===== config.mk =====
export PLATFORM = sky130hd
export DESIGN_NAME = tumble_run_ctrl_flat
export DESIGN_NICKNAME = d
export VERILOG_FILES = /design/src/rtl/tumble_run_ctrl_pkg.sv /design/src/rtl/tumble_run_ctrl_if.sv /design/src/rtl/tumble_run_ctrl_trace_buf.sv /design/src/rtl/tumble_run_ctrl.sv /design/src/flat_wrapper.sv
export SDC_FILE = /design/constraint.sdc
export NUM_CORES = 1
export LEC_CHECK = 0
export CAP_MARGIN = 25
export CORE_ASPECT_RATIO = 0.6
export CORE_MARGIN = 1
export CORE_UTILIZATION = 50
export DETAILED_ROUTE_END_ITERATION = 8
export PLACE_DENSITY = 0.84
export SLEW_MARGIN = 20
export SYNTH_ARGS = -nofsm -noshare
export SYNTH_HDL_FRONTEND = slang
export SYNTH_SLANG_ARGS = --single-unit
export TNS_END_PERCENT = 50

===== constraint.sdc =====
create_clock -name clk -period 3.06 [get_ports clk]
set_input_delay 0.612 -clock clk [delete_from_list [all_inputs] [get_ports clk]]
set_output_delay 0.612 -clock clk [all_outputs]
set_load 0.005 [all_outputs]

===== src/rtl/tumble_run_ctrl_pkg.sv =====
// Shared types for the marble-board run controller: state enum, colour codes, count width.
// Pure declarations, no logic.
package tumble_pkg;

   typedef enum logic [2:0] {
      IDLE   = 3'd0,
      TRIG   = 3'd1,
      RUN    = 3'd2,
      SETTLE = 3'd3,
      DONE   = 3'd4
   } run_state_t;

   localparam logic COLOUR_BLUE = 1'b0;
   localparam logic COLOUR_RED  = 1'b1;

   function automatic int count_w(input int max_balls);
      return $clog2(max_balls + 1);
   endfunction

endpackage


===== src/rtl/tumble_run_ctrl_if.sv =====
// Host/board signal bundle for tumble_run_ctrl; master = harness side, slave = controller side.
// No storage; pulses (go, abort, rel_i) are single-cycle with no handshake.
interface tumble_run_ctrl_if
   import tumble_pkg::*;
#(
   parameter int MAX_BALLS = 16
);
   localparam int CW = count_w(MAX_BALLS);

   logic                 go;
   logic                 abort;
   logic                 trig_o;
   logic                 rel_i;
   logic                 colour_i;
   logic                 stopped_i;
   logic                 busy;
   logic                 done;
   logic                 overflow;
   logic                 timed_out;
   logic                 aborted;
   logic [CW-1:0]        ball_count;
   logic [MAX_BALLS-1:0] trace;

   modport master (
      output go, abort, rel_i, colour_i, stopped_i,
      input  trig_o, busy, done, overflow, timed_out, aborted, ball_count, trace
   );

   modport slave (
      input  go, abort, rel_i, colour_i, stopped_i,
      output trig_o, busy, done, overflow, timed_out, aborted, ball_count, trace
   );

endinterface


===== src/rtl/tumble_run_ctrl_trace_buf.sv =====
// Release trace: writes colour at index ball_count, saturating count, overflow strobe when full.
// Write takes effect next cycle; no backpressure, a release into a full buffer only strobes ovf_stb.
module tumble_trace_buf
   import tumble_pkg::*;
#(
   parameter int MAX_BALLS = 16,
   localparam int CW = count_w(MAX_BALLS)
) (
   input  logic                 clk,
   input  logic                 rst,
   input  logic                 clr,
   input  logic                 rec,
   input  logic                 colour,
   output logic                 ovf_stb,
   output logic [CW-1:0]        count,
   output logic [MAX_BALLS-1:0] trace
);

   logic [CW-1:0]        count_q, count_d;
   logic [MAX_BALLS-1:0] trace_q, trace_d;
   logic                 full;

   assign full    = (count_q == CW'(MAX_BALLS));
   assign ovf_stb = rec && full;

   always_comb begin
      count_d = count_q;
      trace_d = trace_q;
      if (clr) begin
         count_d = '0;
         trace_d = '0;
      end else if (rec && !full) begin
         // Loop-decoded write keeps the index compare at the count width.
         for (int k = 0; k < MAX_BALLS; k++) begin
            if (count_q == CW'(k)) trace_d[k] = colour;
         end
         count_d = count_q + CW'(1);
      end
   end

   always_ff @(posedge clk) begin
      if (rst) begin
         count_q <= '0;
         trace_q <= '0;
      end else begin
         count_q <= count_d;
         trace_q <= trace_d;
      end
   end

   assign count = count_q;
   assign trace = trace_q;

endmodule


===== src/rtl/tumble_run_ctrl.sv =====
// Run sequencer: trig_o one cycle after go, traces releases, ends on settle/overflow/abort; no backpressure.
// Optional watchdog under TUMBLE_WDOG_EN (timed_out tied 0 otherwise).
module tumble_run_ctrl
   import tumble_pkg::*;
#(
   parameter int MAX_BALLS     = 16,
   parameter int SETTLE_CYCLES = 4
`ifdef TUMBLE_WDOG_EN
   ,
   parameter int TIMEOUT_CYCLES = 1024
`endif
) (
   input logic              clk,
   input logic              rst,
   tumble_run_ctrl_if.slave bus
);
   localparam int CW = count_w(MAX_BALLS);
   localparam int SW = $clog2(SETTLE_CYCLES + 1);

   run_state_t           state_q, state_d;
   logic [SW-1:0]        settle_q, settle_d;
   logic                 overflow_q, overflow_d;
   logic                 timed_out_q, timed_out_d;
   logic                 aborted_q, aborted_d;
   logic                 trig_q, trig_d;
   logic                 busy_q, busy_d;
   logic                 done_q, done_d;
   logic                 start, in_run, rec, ovf_stb, wdog_exp;
   logic [CW-1:0]        ball_count;
   logic [MAX_BALLS-1:0] trace;

   assign in_run = (state_q == TRIG) || (state_q == RUN) || (state_q == SETTLE);
   assign start  = bus.go && ((state_q == IDLE) || (state_q == DONE));
   assign rec    = in_run && bus.rel_i;

   tumble_trace_buf #(.MAX_BALLS(MAX_BALLS)) u_trace (
      .clk     (clk),
      .rst     (rst),
      .clr     (start),
      .rec     (rec),
      .colour  (bus.colour_i),
      .ovf_stb (ovf_stb),
      .count   (ball_count),
      .trace   (trace)
   );

`ifdef TUMBLE_WDOG_EN
   localparam int WW = $clog2(TIMEOUT_CYCLES + 1);
   logic [WW-1:0] wdog_q, wdog_d;

   // Zero in the TRIG cycle, so expiry lands exactly TIMEOUT_CYCLES after the trigger.
   always_comb begin
      wdog_d = wdog_q;
      if (start)       wdog_d = '0;
      else if (in_run) wdog_d = wdog_q + WW'(1);
   end

   always_ff @(posedge clk) begin
      if (rst) wdog_q <= '0;
      else     wdog_q <= wdog_d;
   end

   assign wdog_exp = (wdog_q == WW'(TIMEOUT_CYCLES - 1));
`else
   assign wdog_exp = 1'b0;
`endif

   always_comb begin
      state_d     = state_q;
      settle_d    = settle_q;
      overflow_d  = overflow_q;
      timed_out_d = timed_out_q;
      aborted_d   = aborted_q;
      case (state_q)
         IDLE, DONE: begin
            if (start) begin
               state_d     = TRIG;
               settle_d    = '0;
               overflow_d  = 1'b0;
               timed_out_d = 1'b0;
               aborted_d   = 1'b0;
            end
         end
         TRIG: state_d = RUN;
         RUN: begin
            if (bus.stopped_i && !bus.rel_i) begin
               state_d  = SETTLE;
               settle_d = SW'(1);
            end
         end
         SETTLE: begin
            // A release always reopens the run, even on the cycle the settle would complete.
            if (bus.rel_i)                             state_d = RUN;
            else if (settle_q == SW'(SETTLE_CYCLES)) state_d = DONE;
            else if (!bus.stopped_i)                   state_d = RUN;
            else                                       settle_d = settle_q + SW'(1);
         end
         default: state_d = IDLE;
      endcase

      if (wdog_exp && ((state_q == RUN) || (state_q == SETTLE))) begin
         state_d     = DONE;
         timed_out_d = 1'b1;
      end
      if (ovf_stb) begin
         state_d     = DONE;
         overflow_d  = 1'b1;
         timed_out_d = 1'b0;
      end
      if (in_run && bus.abort) begin
         state_d     = DONE;
         aborted_d   = 1'b1;
         timed_out_d = 1'b0;
      end

      trig_d = (state_d == TRIG);
      busy_d = (state_d == TRIG) || (state_d == RUN) || (state_d == SETTLE);
      done_d = (state_d == DONE);
   end

   always_ff @(posedge clk) begin
      if (rst) begin
         state_q     <= IDLE;
         settle_q    <= '0;
         overflow_q  <= 1'b0;
         timed_out_q <= 1'b0;
         aborted_q   <= 1'b0;
         trig_q      <= 1'b0;
         busy_q      <= 1'b0;
         done_q      <= 1'b0;
      end else begin
         state_q     <= state_d;
         settle_q    <= settle_d;
         overflow_q  <= overflow_d;
         timed_out_q <= timed_out_d;
         aborted_q   <= aborted_d;
         trig_q      <= trig_d;
         busy_q      <= busy_d;
         done_q      <= done_d;
      end
   end

   assign bus.trig_o     = trig_q;
   assign bus.busy       = busy_q;
   assign bus.done       = done_q;
   assign bus.overflow   = overflow_q;
   assign bus.timed_out  = timed_out_q;
   assign bus.aborted    = aborted_q;
   assign bus.ball_count = ball_count;
   assign bus.trace      = trace;

endmodule


===== src/flat_wrapper.sv =====
// flat-port wrapper written by rule: the top's interface ports become plain ports
module tumble_run_ctrl_flat import tumble_pkg::*;
#(
   parameter int MAX_BALLS     = 16,
   parameter int SETTLE_CYCLES = 4

)
  (clk, rst, bus_go, bus_abort, bus_rel_i, bus_colour_i, bus_stopped_i, bus_trig_o, bus_busy, bus_done, bus_overflow, bus_timed_out, bus_aborted, bus_ball_count, bus_trace);
  tumble_run_ctrl_if #(.MAX_BALLS(MAX_BALLS)) bus_i ();
  input logic clk;
  input logic rst;
  input wire logic [$bits(bus_i.go)-1:0] bus_go;
  input wire logic [$bits(bus_i.abort)-1:0] bus_abort;
  input wire logic [$bits(bus_i.rel_i)-1:0] bus_rel_i;
  input wire logic [$bits(bus_i.colour_i)-1:0] bus_colour_i;
  input wire logic [$bits(bus_i.stopped_i)-1:0] bus_stopped_i;
  output wire logic [$bits(bus_i.trig_o)-1:0] bus_trig_o;
  output wire logic [$bits(bus_i.busy)-1:0] bus_busy;
  output wire logic [$bits(bus_i.done)-1:0] bus_done;
  output wire logic [$bits(bus_i.overflow)-1:0] bus_overflow;
  output wire logic [$bits(bus_i.timed_out)-1:0] bus_timed_out;
  output wire logic [$bits(bus_i.aborted)-1:0] bus_aborted;
  output wire logic [$bits(bus_i.ball_count)-1:0] bus_ball_count;
  output wire logic [$bits(bus_i.trace)-1:0] bus_trace;
  assign bus_i.go = bus_go;
  assign bus_i.abort = bus_abort;
  assign bus_i.rel_i = bus_rel_i;
  assign bus_i.colour_i = bus_colour_i;
  assign bus_i.stopped_i = bus_stopped_i;
  assign bus_trig_o = bus_i.trig_o;
  assign bus_busy = bus_i.busy;
  assign bus_done = bus_i.done;
  assign bus_overflow = bus_i.overflow;
  assign bus_timed_out = bus_i.timed_out;
  assign bus_aborted = bus_i.aborted;
  assign bus_ball_count = bus_i.ball_count;
  assign bus_trace = bus_i.trace;
  tumble_run_ctrl #(.MAX_BALLS(MAX_BALLS), .SETTLE_CYCLES(SETTLE_CYCLES)) u_core (.clk(clk), .rst(rst), .bus(bus_i));
endmodule

# [Word-level counts from Yosys, hierarchy flattened]
# Cells that the tools add are included.
[op_classes] n_mux=18 addsub=2 multipliers=0 eq_ne=30 bitwise=0 n_div=0 magnitude_cmp=0 shift=0 reduce_logical=41
[ops] operator="== test 5 x 4 -> 1 bit, second input constant" n=8
[ops] operator="2-to-1 mux 3 bit" n=12
[ops] operator="AND reduction 2 bit" n=18
[ops] operator="== test 5 x 3 -> 1 bit, second input constant" n=4
[ops] operator="== test 3 x 2 -> 1 bit, second input constant" n=4
[ops] operator="case mux 3 bit (4 select lines)" n=1
[ops] operator="== test 5 x 2 -> 1 bit, second input constant" n=2
[ops] operator="== test 3 bit, second input constant" n=3
[ops] operator="case mux 3 bit (3 select lines)" n=1
[ops] operator="inequality test 2 bit, second input constant" n=4
[ops] operator="nonzero test 2 bit" n=4
[ops] operator="== test 3 x 1 -> 1 bit, second input constant" n=2
[ops] operator="logical AND 1 bit" n=6
[ops] operator="AND reduction 6 bit" n=1
[ops] operator="adder 5 x 1 -> 5 bit, second input constant" n=1
[ops] operator="== test 5 x 1 -> 1 bit, second input constant" n=1
[ops] operator="== test 5 bit, second input constant" n=1
[ops] operator="zero test 5 bit" n=1
[ops] operator="logical OR 1 bit" n=5
[ops] operator="2-to-1 mux 1 bit" n=4
[ops] operator="OR reduction 2 bit" n=2
[ops] operator="adder 3 x 1 -> 3 bit, second input constant" n=1
[ops] operator="zero test 3 bit" n=1
[ops] operator="nonzero test 3 bit" n=1
[ops] operator="other kinds (2)" n=3
[totals] reg_bits=32 mem_bits_ro=0 mem_bits_rw=0 wordCells=115 mem_count=0 inputBits=7 latch_bits=0

# [Logic depth before layout (Yosys ltp)]
# Gate-level depths: netlist (run 1).
[logic_depth] ltp_word=10 ltp_mapped=6 ltp_nobuf=6

# [By module]
# Synthesis (run 1) repeated with hierarchy kept, for this count alone.
[hier_totals] hier_cells=170 hier_area_um2=1529.0
[by_module_without_submodules] module="tumble_trace_buf" area_per_inst_um2=1014.7 instances=1 cells_per_inst=112
[by_module_without_submodules] module="tumble_run_ctrl" area_per_inst_um2=514.2 instances=1 cells_per_inst=58

# [Worst setup path before layout (run 1)]
# No wires, ideal clock.
[synth_timing] path_kind="input to register" startpoint="in bus_go" endpoint="reg u_core.settle_q[2]" setup_time_ns=0.117 stages=4 arrival_time_ns=1.365 setup_slack_ns=1.578 path_cell_list="or3b_4 nand2b_2 o22ai_1 a22o_1"
[synth_between] elab_chain_len=3
[synth_rtl] element="start: declaration" line_no="flat_wrapper.sv:12" text="input wire logic [$bits(bus_i.go)-1:0] bus_go;"
[synth_rtl] element="logical AND 1 bit" line_no="tumble_run_ctrl.sv:33" text="assign start = bus.go && ((state_q == IDLE) || (state_q == DONE));"
[synth_rtl] element="inequality test 2 x 1 -> 1 bit (no source line)"
[synth_rtl] element="AND reduction 6 bit (no source line)"
[synth_rtl] element="end signal: assignment" line_no="tumble_run_ctrl.sv:133" text="settle_q <= settle_d;"
[synth_rtl] element="end: declaration" line_no="tumble_run_ctrl.sv:21" text="logic [SW-1:0] settle_q, settle_d;"
# Every way passes these cells.
# A chain may end at the register's enable or synchronous reset.

# [Worst setup path after layout (run 1)]
[layout_timing] startpoint="in bus_rel_i" endpoint="reg u_core.busy_q (netlist: u_core.bus.busy)"
[layout_between] elab_chain_len=9 word_cells_on_any_way=14 cone_classes="3 x eq/ne; 5 x mux; 6 x reduce/logical"
[layout_rtl] element="start: declaration" line_no="flat_wrapper.sv:14" text="input wire logic [$bits(bus_i.rel_i)-1:0] bus_rel_i;"
[layout_rtl] element="zero test 1 bit" line_no="tumble_run_ctrl.sv:86" text="if (bus.stopped_i && !bus.rel_i) begin"
[layout_rtl] element="logical AND 1 bit" line_no="tumble_run_ctrl.sv:86"
[layout_rtl] element="2-to-1 mux 3 bit" line_no="tumble_run_ctrl.sv:86"
[layout_rtl] element="case mux 3 bit (4 select lines)" line_no="tumble_run_ctrl.sv:74" text="case (state_q)"
[layout_rtl] element="2-to-1 mux 3 bit (*)" line_no="tumble_run_ctrl.sv:105" text="if (ovf_stb) begin"
[layout_rtl] element="2-to-1 mux 3 bit (*)" line_no="tumble_run_ctrl.sv:110" text="if (in_run && bus.abort) begin"
[layout_rtl] element="== test 3 x 1 -> 1 bit / == test 3 x 2 -> 1 bit (equally long branches)" line_no="tumble_run_ctrl.sv:117" text="busy_d = (state_d == TRIG) || (state_d == RUN) || (state_d == SETTLE);"
[layout_rtl] element="logical OR 1 bit" line_no="tumble_run_ctrl.sv:117"
[layout_rtl] element="logical OR 1 bit (*)" line_no="tumble_run_ctrl.sv:117"
[layout_rtl] element="end signal: assignment" line_no="tumble_run_ctrl.sv:138" text="busy_q <= busy_d;"
[layout_rtl] element="end: declaration" line_no="tumble_run_ctrl.sv:26" text="logic busy_q, busy_d;"
# Every way passes the cells marked *; elsewhere a longest branch is shown, timed or not.

==> results of run 1 <==
-- tightest hold or removal path, cell delays in order (launching register included) --
cell	delay, ns
dfxtp_1	0.31
nand2_1	0.05
a21oi_1	0.06
-- stage by stage --
step	hold WS, ns	cells	worst slack, ns	utilization (%)
final	0.4743	242	0.9533	68.17
after floorplan	0.4527	168	1.578	-
after global routing	0.4908	242	0.8747	68.17
after detailed placement	0.4585	234	0.6657	64.47
after global placement	0.4598	234	0.7605	64.47
after CTS	0.4744	242	0.9354	68.17
-- cell families (layout without fill, tap and decap cells) --
group,count (synthesis),in the layout
compound gates,16,16
flops,32,32
xor+xnor,3,3
buf+inv,16,48
simple gates,76,76
fa+ha+maj,7,7
other cells,1,1
mux,17,17
-- cells in the mapped netlist, drive strengths merged, types with 2 or more instances --
| cell | instances |
|---|---|
| a211oi | 2 |
| nand3 | 3 |
| dfxtp | 32 |
| and3 | 2 |
| and2 | 3 |
| a21oi | 7 |
| mux2i | 17 |
| xor2 | 2 |
| nor2 | 23 |
| nor3 | 3 |
| nand4 | 18 |
| clkbuf | 3 |
| buf | 6 |
| ha | 7 |
| nor2b | 7 |
| nand2 | 6 |
| nor3b | 2 |
| nand2b | 3 |
| inv | 7 |
-- per-layer routing --
metal,global-route usage [%],up-vias,part of all wire (%)
met5,0,-,0
met4,6.538,0,0.83
met3,10.71,5,7.8
met2,36.00,54,44
met1,34.11,620,47
li1,-,652,-
-- flip-flops by register name, summed over array words and instances (netlist names) --
register              count
u_core.u_trace.trace     16
u_core.u_trace.count      5
u_core.settle_q           3
u_core.state_q            3
u_core.bus.aborted        1
u_core.bus.busy           1
u_core.bus.done           1
u_core.bus.overflow       1
u_core.bus.trig_o         1
-- power groups by stage --
| stage | combinational, mW | sequential [mW] | clock (mW) |
|---|---|---|---|
| global placement | 0.0780 | 0.441 | 0 |
| CTS | 0.0836 | 0.432 | 0.398 |
| global route | 0.0931 | 0.432 | 0.422 |
| finish | 0.0843 | 0.432 | 0.399 |
| detailed placement | 0.0831 | 0.441 | 0 |
| floorplan | 0.0586 | 0.440 | 0 |
-- path summary, 6_finish.rpt --
check	from	endpoint	slack [ns]
worst max-delay path	bus_rel_i	u_core.bus.busy$_SDFF_PP0_	0.95
worst min-delay path	u_core.bus.overflow$_SDFFE_PP0P_	u_core.bus.overflow$_SDFFE_PP0P_	0.47
worst max register to register	u_core.state_q[0]$_SDFF_PP0_	u_core.state_q[0]$_SDFF_PP0_	1.39
worst min register to register	u_core.bus.overflow$_SDFFE_PP0P_	u_core.bus.overflow$_SDFFE_PP0P_	0.47
-- layout make-up --
cell class,count,area [µm²],share of cell area [%]
Clock buffer,6,72.57,3.659
Timing Repair Buffer,33,327.8,16.53
Sequential cell,32,640.6,32.30
Multi-Input combinational cell,120,828.3,41.77
Tap cell,42,52.55,2.650
Inverter,7,26.28,1.325
Clock inverter,2,35.03,1.767
==> results.md, run 1 <==
- First-pass DRT Iterations: 4
- Pwr Density: 461.3 nW/µm²
- Sequential fraction of design power: 47.2%
- Largest net degree at the start of global routing: 25
- Final wirelength: 3606 µm
- Clk_lat worst skew: 0.28 ns
- CP startpoint kind: primary input
- Fmax: 474.7 MHz
- Worst vdd ir: 0.0003463 V
- CP Capture Type: flip-flop
- #FFs+latches synth: 32
- Hold crit path type: flip-flop to flip-flop
- P&R area growth vs syn: 27.82%
- Hold_buf cts: 0
- # IOs: 34
- Syn_nets: 182
- CTS Buf Count: 5
- Worst-path fanout max: 12
- Antenna diode count: 0
- Synthesized cell area: 1551 µm²
- XOR/XNOR share of the synthesized area: 1.694%
- Final instance area: 1983 µm²
- Clk sinks: 32
- Gates resized, CTS repair: 0
- Residual DRC count: 0
- Hold Crit Depth: 2
- Crit path time final: 2.107 ns
- DPL Wire Length: 2631 µm
- P_int: 0.7016 mW
- CTS tree: done
- Placement Cell Area: 1876 µm²
- DR vias/cell: 5.500
- Relative slew margins: 65.50%
- Post-Syn Instances: 168
- CP cell instances: clkdlybuf4s50_1 -> and4bb_1 -> o21ai_1 -> a21boi_1 -> nor3b_2
- Std-Cell Rows: 15
- Synth top area share: 41.29%
- Die width: 73.92 µm
- P_sw: 0.2132 mW
- Avg Inst Size Synth: 9.235 µm²
- Longest Clk Path Bufs: 2
- Commonest non-fill, non-tap cells in the layout: clkdlybuf4s50_1, dfxtp_1, nor2_1
- Yosys warns: 0
- GPL Wtd Cong: 0.8623
- Least-Margin Pin Slew: 0.5159 ns
- Largest family of logic cells by synthesized area: simple AND/OR/NAND/NOR gates
- Area leader, netlist: dfxtp_1
- Starting Density: 53.33%
- H-tree Lvls: 2
- Outcome: completed
- Wire per inst: 14.90 µm
- Root Driver: clkbuf_8
- Sequential fraction of the synthesis area: 41.29%
- Comb pwr share: 9.2%
- Multiplexer share of the synthesized area: 10.97%
- Clock Power Share: 43.6%
- Pins Over Slew Limit: 0
- DR iter-0 viols: 93
- Setup Buffers After CTS: 0
- Buf/Inv on CP: 1
- Grt total ovfl: 0
- Antenna-violating nets left: 0
- Power, Total: 0.9148 mW
- Fill count: 226
- Initial antenna violation count: 0
- Dominant synthesized flop cell: dfxtp_1
- Async SR Flop Fraction: 0%
- Top Family by Delay on Critical Path: buffers and inverters
- R2R depth: 4
- Vias in the first global route: 1207
- Layout cells sized above 1: 7.000%
- # nets final: 213
- Leakage: 0.8225 nW
- Worst EP required: 3.23 ns
- Setup TNS: 0 ns
- RSZ-0062 raised after global routing: false
- Final Hold Vio Count: 0
- Die footprint: 3337 µm²
- PortBufs: 32
- Clock transition at path regs: 0.07 ns
- Post-Synth Simple-Gate Area: 27.82%
- Post-synth EDFFs: 0
- Worst path slowest cell: clkdlybuf4s50_1
- Number of unique standard cell types used by synthesis: 40
- Cell depth of the worst setup path: 5
- Synth Area in Adders: 5.645%
- Arrival time worst endpoint: 2.28 ns
- Die Y: 45.15 µm
- Top post-synthesis cells by area: dfxtp_1, mux2i_1, nand4_1
- Crit Path Class: primary input to flip-flop
- Sw frac: 23.30%
- Max_cap viols: 0
- Total core area: 2909 µm²
- Tot GR Track Use: 24.95%
- Period utilization: 68.84%
- Vias post-DR: 1331
- Worst path max stage delay: 0.69 ns
- Skew final: 0.01042 ns
- # setup viols final: 0
- First-pass GRT wire length: 5982 µm
- Post-synthesis compound-gate area fraction: 7.016%
Power figures use the tool's default switching activity.
==> inputs of run 2 (changes only) <==
Settings changed: CORE_UTILIZATION 50 to 45, PLACE_DENSITY 0.84 to 0.8.
Clock period 3.06 ns to 1.9 ns, I/O delays scaled along.
==> run 2 against run 1 <==
Against the previous run:
- combinational power is 72% higher
- hold slack lost 0.0073 ns
- wire length fell by 2.6%
- via count is 0.15% higher
- die area grew 11%
- utilization down 7.3 points
- critical path depth decreased by 4
- sequential share of layout area is 0.061 points lower
- non-clock buffer count increased by 4
- first-iteration DRC count shrank 8.6%
- critical endpoint is now bus_ball_count[4]
- largest cell class unchanged
- highest routed layer unchanged
==> results.md, run 2 (synthesis results as in run 1) <==
- Outcome: completed
- Period utilization: 90.80%
- Clk sinks: 32 (unchanged)
- Die footprint: 3694 µm² (+11%)
- P&R area growth vs syn: 28.06%
- RSZ-0062 raised after global routing: false
- Largest register FFs: 16 (unchanged)
- Tot GR Track Use: 20.93% (-4.0 points)
- # setup viols final: 0 (unchanged)
- Leakage: 0.8269 nW (+0.54%)
- Die width: 77.81 µm (+5.3%)
- CP startpoint kind: flip-flop
- PortBufs: 32 (unchanged)
- GRT met3 Usage: 6.286% (-4.4 points)
- Total core area: 3263 µm² (+12%)
- GR Util met2: 30.62% (-5.4 points)
- Busiest grt layer: met2
- Comb pwr share: 11.0% (+1.8 points)
- Worst path max stage delay: 0.58 ns (-0.11 ns)
- Vias in the first global route: 1213 (+0.50%)
- Clock transition at path regs: 0.06 ns (about the same)
- Sw frac: 24.27% (+0.97 points)
- Arrival time worst endpoint: 1.35 ns (-0.93 ns)
- Std-Cell Rows: 16 (+1)
- Worst-path fanout max: 9 (-3)
- P_int: 0.9976 mW (+42%)
- # nets final: 217 (+1.9%)
- Pwr Density: 663.0 nW/µm² (+44%)
- Buf/Inv on CP: 1 (unchanged)
- Worst vdd ir: 0.0004639 V (+34%)
- Commonest non-fill, non-tap cells in the layout: clkdlybuf4s50_1, dfxtp_1, nor2_1
- Antenna diode count: 0 (unchanged)
- # IOs: 34 (unchanged)
- Final Hold Vio Count: 0 (unchanged)
- DR vias/cell: 5.375 (-2.3%)
- CTS Buf Count: 5 (unchanged)
- Post-layout worst setup margin: 0.1748 ns (-0.7786 ns)
- DR iter-0 viols: 85 (-8.6%)
- Clock Power Share: 36.2% (-7.4 points)
- Final wirelength: 3512 µm (-2.6%)
- Hold crit path type: flip-flop to flip-flop
- Setup TNS: 0 ns (unchanged)
- Crit Path Class: flip-flop to primary output
- Starting Density: 47.55% (-5.8 points)
- Fill count: 292 (+29%)
- Grt total ovfl: 0 (unchanged)
- Clk_lat worst skew: 0.28 ns (about the same)
- Wire per inst: 14.16 µm (-5.0%)
- Antenna-violating nets left: 0 (unchanged)
- WHS: 0.4670 ns (-0.007324 ns)
- Fmax: 579.6 MHz
- DPL Wire Length: 2540 µm (-3.5%)
- Setup Buffers After CTS: 0 (unchanged)
- Worst EP required: 1.52 ns (-1.71 ns)
- Pins Over Slew Limit: 0 (unchanged)
- Worst path slowest cell: clkdlybuf4s50_1
- Root Driver: clkbuf_8
- Crit path time final: 1.725 ns
- Met1 Track Usage GR: 29.25% (-4.9 points)
- Max_cap viols: 0 (unchanged)
- Layout cells sized above 1: 8.374% (+1.4 points)
- Largest net degree at the start of global routing: 25 (unchanged)
- Hold_buf cts: 0 (unchanged)
- First-pass DRT Iterations: 4 (unchanged)
- Longest Clk Path Bufs: 2 (unchanged)
- Sequential fraction of design power: 52.8% (+5.6 points)
- CP cell instances: clkdlybuf4s50_1
- CP Capture Type: primary output
- Pre-CTS setup slack: 0.1091 ns (-0.5565 ns)
- Initial antenna violation count: 0 (unchanged)
- GPL Wtd Cong: 0.9373 (+8.7%)
- Least-Margin Pin Slew: 0.5295 ns (+0.01355 ns)
- Relative slew margins: 64.59% (-0.91 points)
- Vias post-DR: 1333 (+0.15%)
- Top Family by Delay on Critical Path: buffers and inverters
- Skew final: 0.007429 ns (-0.002989 ns)
- Die Y: 47.48 µm (+5.2%)
- Gates resized, CTS repair: 0 (unchanged)
- P_sw: 0.3197 mW (+50%)
- H-tree Lvls: 2 (unchanged)
- CTS tree: done
- Residual DRC count: 0 (unchanged)
- First-pass GRT wire length: 5664 µm (-5.3%)
## run 2: routing by layer
metal | part of all wire (%) | up-vias
met5 | 0 | -
met4 | 1.2 | 0
met3 | 7.6 | 6
met2 | 40 | 56
met1 | 51 | 609
li1 | - | 662
## run 2: layout make-up
| type | instances | area (µm²) | area share, % |
|---|---|---|---|
| multi-input combinational | 120 | 828.3 | 41.69 |
| sequential | 32 | 640.6 | 32.24 |
| timing repair buffer | 37 | 357.8 | 18.01 |
| clock buffer | 6 | 72.57 | 3.652 |
| tap | 45 | 56.30 | 2.834 |
| inverter | 7 | 26.28 | 1.322 |
| clock inverter | 1 | 5.005 | 0.2519 |
## run 2: power by group through the flow
stage,Sequential (mW),Combinational (mW),Clock [mW]
finish,0.696,0.145,0.477
global route,0.697,0.157,0.528
CTS,0.695,0.143,0.496
detailed placement,0.710,0.143,0
global placement,0.710,0.139,0
floorplan,0.708,0.0944,0
## run 2: stage by stage
| stage | utilization (%) | cell area, µm² | instances | power, mW |
|---|---|---|---|---|
| final | 60.89 | 1987 | 248 | 1.317 |
| after floorplan | - | 1551 | 168 | 0.8027 |
| after detailed placement | 58.51 | 1909 | 241 | 0.8527 |
| after global placement | 58.51 | 1909 | 241 | 0.8483 |
| after global routing | 60.89 | 1987 | 248 | 1.382 |
| after CTS | 60.89 | 1987 | 248 | 1.335 |
## run 2: path summary, 6_finish.rpt
check / end / from / cells after the start / slack (ns)
max: bus_ball_count[4] / u_core.u_trace.count[4]$_SDFFE_PP0P_ / 1 / 0.17
min: u_core.bus.overflow$_SDFFE_PP0P_ / u_core.bus.overflow$_SDFFE_PP0P_ / 2 / 0.47
max reg2reg: u_core.state_q[1]$_SDFF_PP0_ / u_core.state_q[0]$_SDFF_PP0_ / 4 / 0.21
min reg2reg: u_core.bus.overflow$_SDFFE_PP0P_ / u_core.bus.overflow$_SDFFE_PP0P_ / 2 / 0.47
## run 2: worst register-to-register path, cell delays in order (launching register included)
cell,delay [ns]
dfxtp_1,0.47
o21ba_2,0.50
nand4_1,0.31
nand2b_1,0.23
nor3_1,0.07
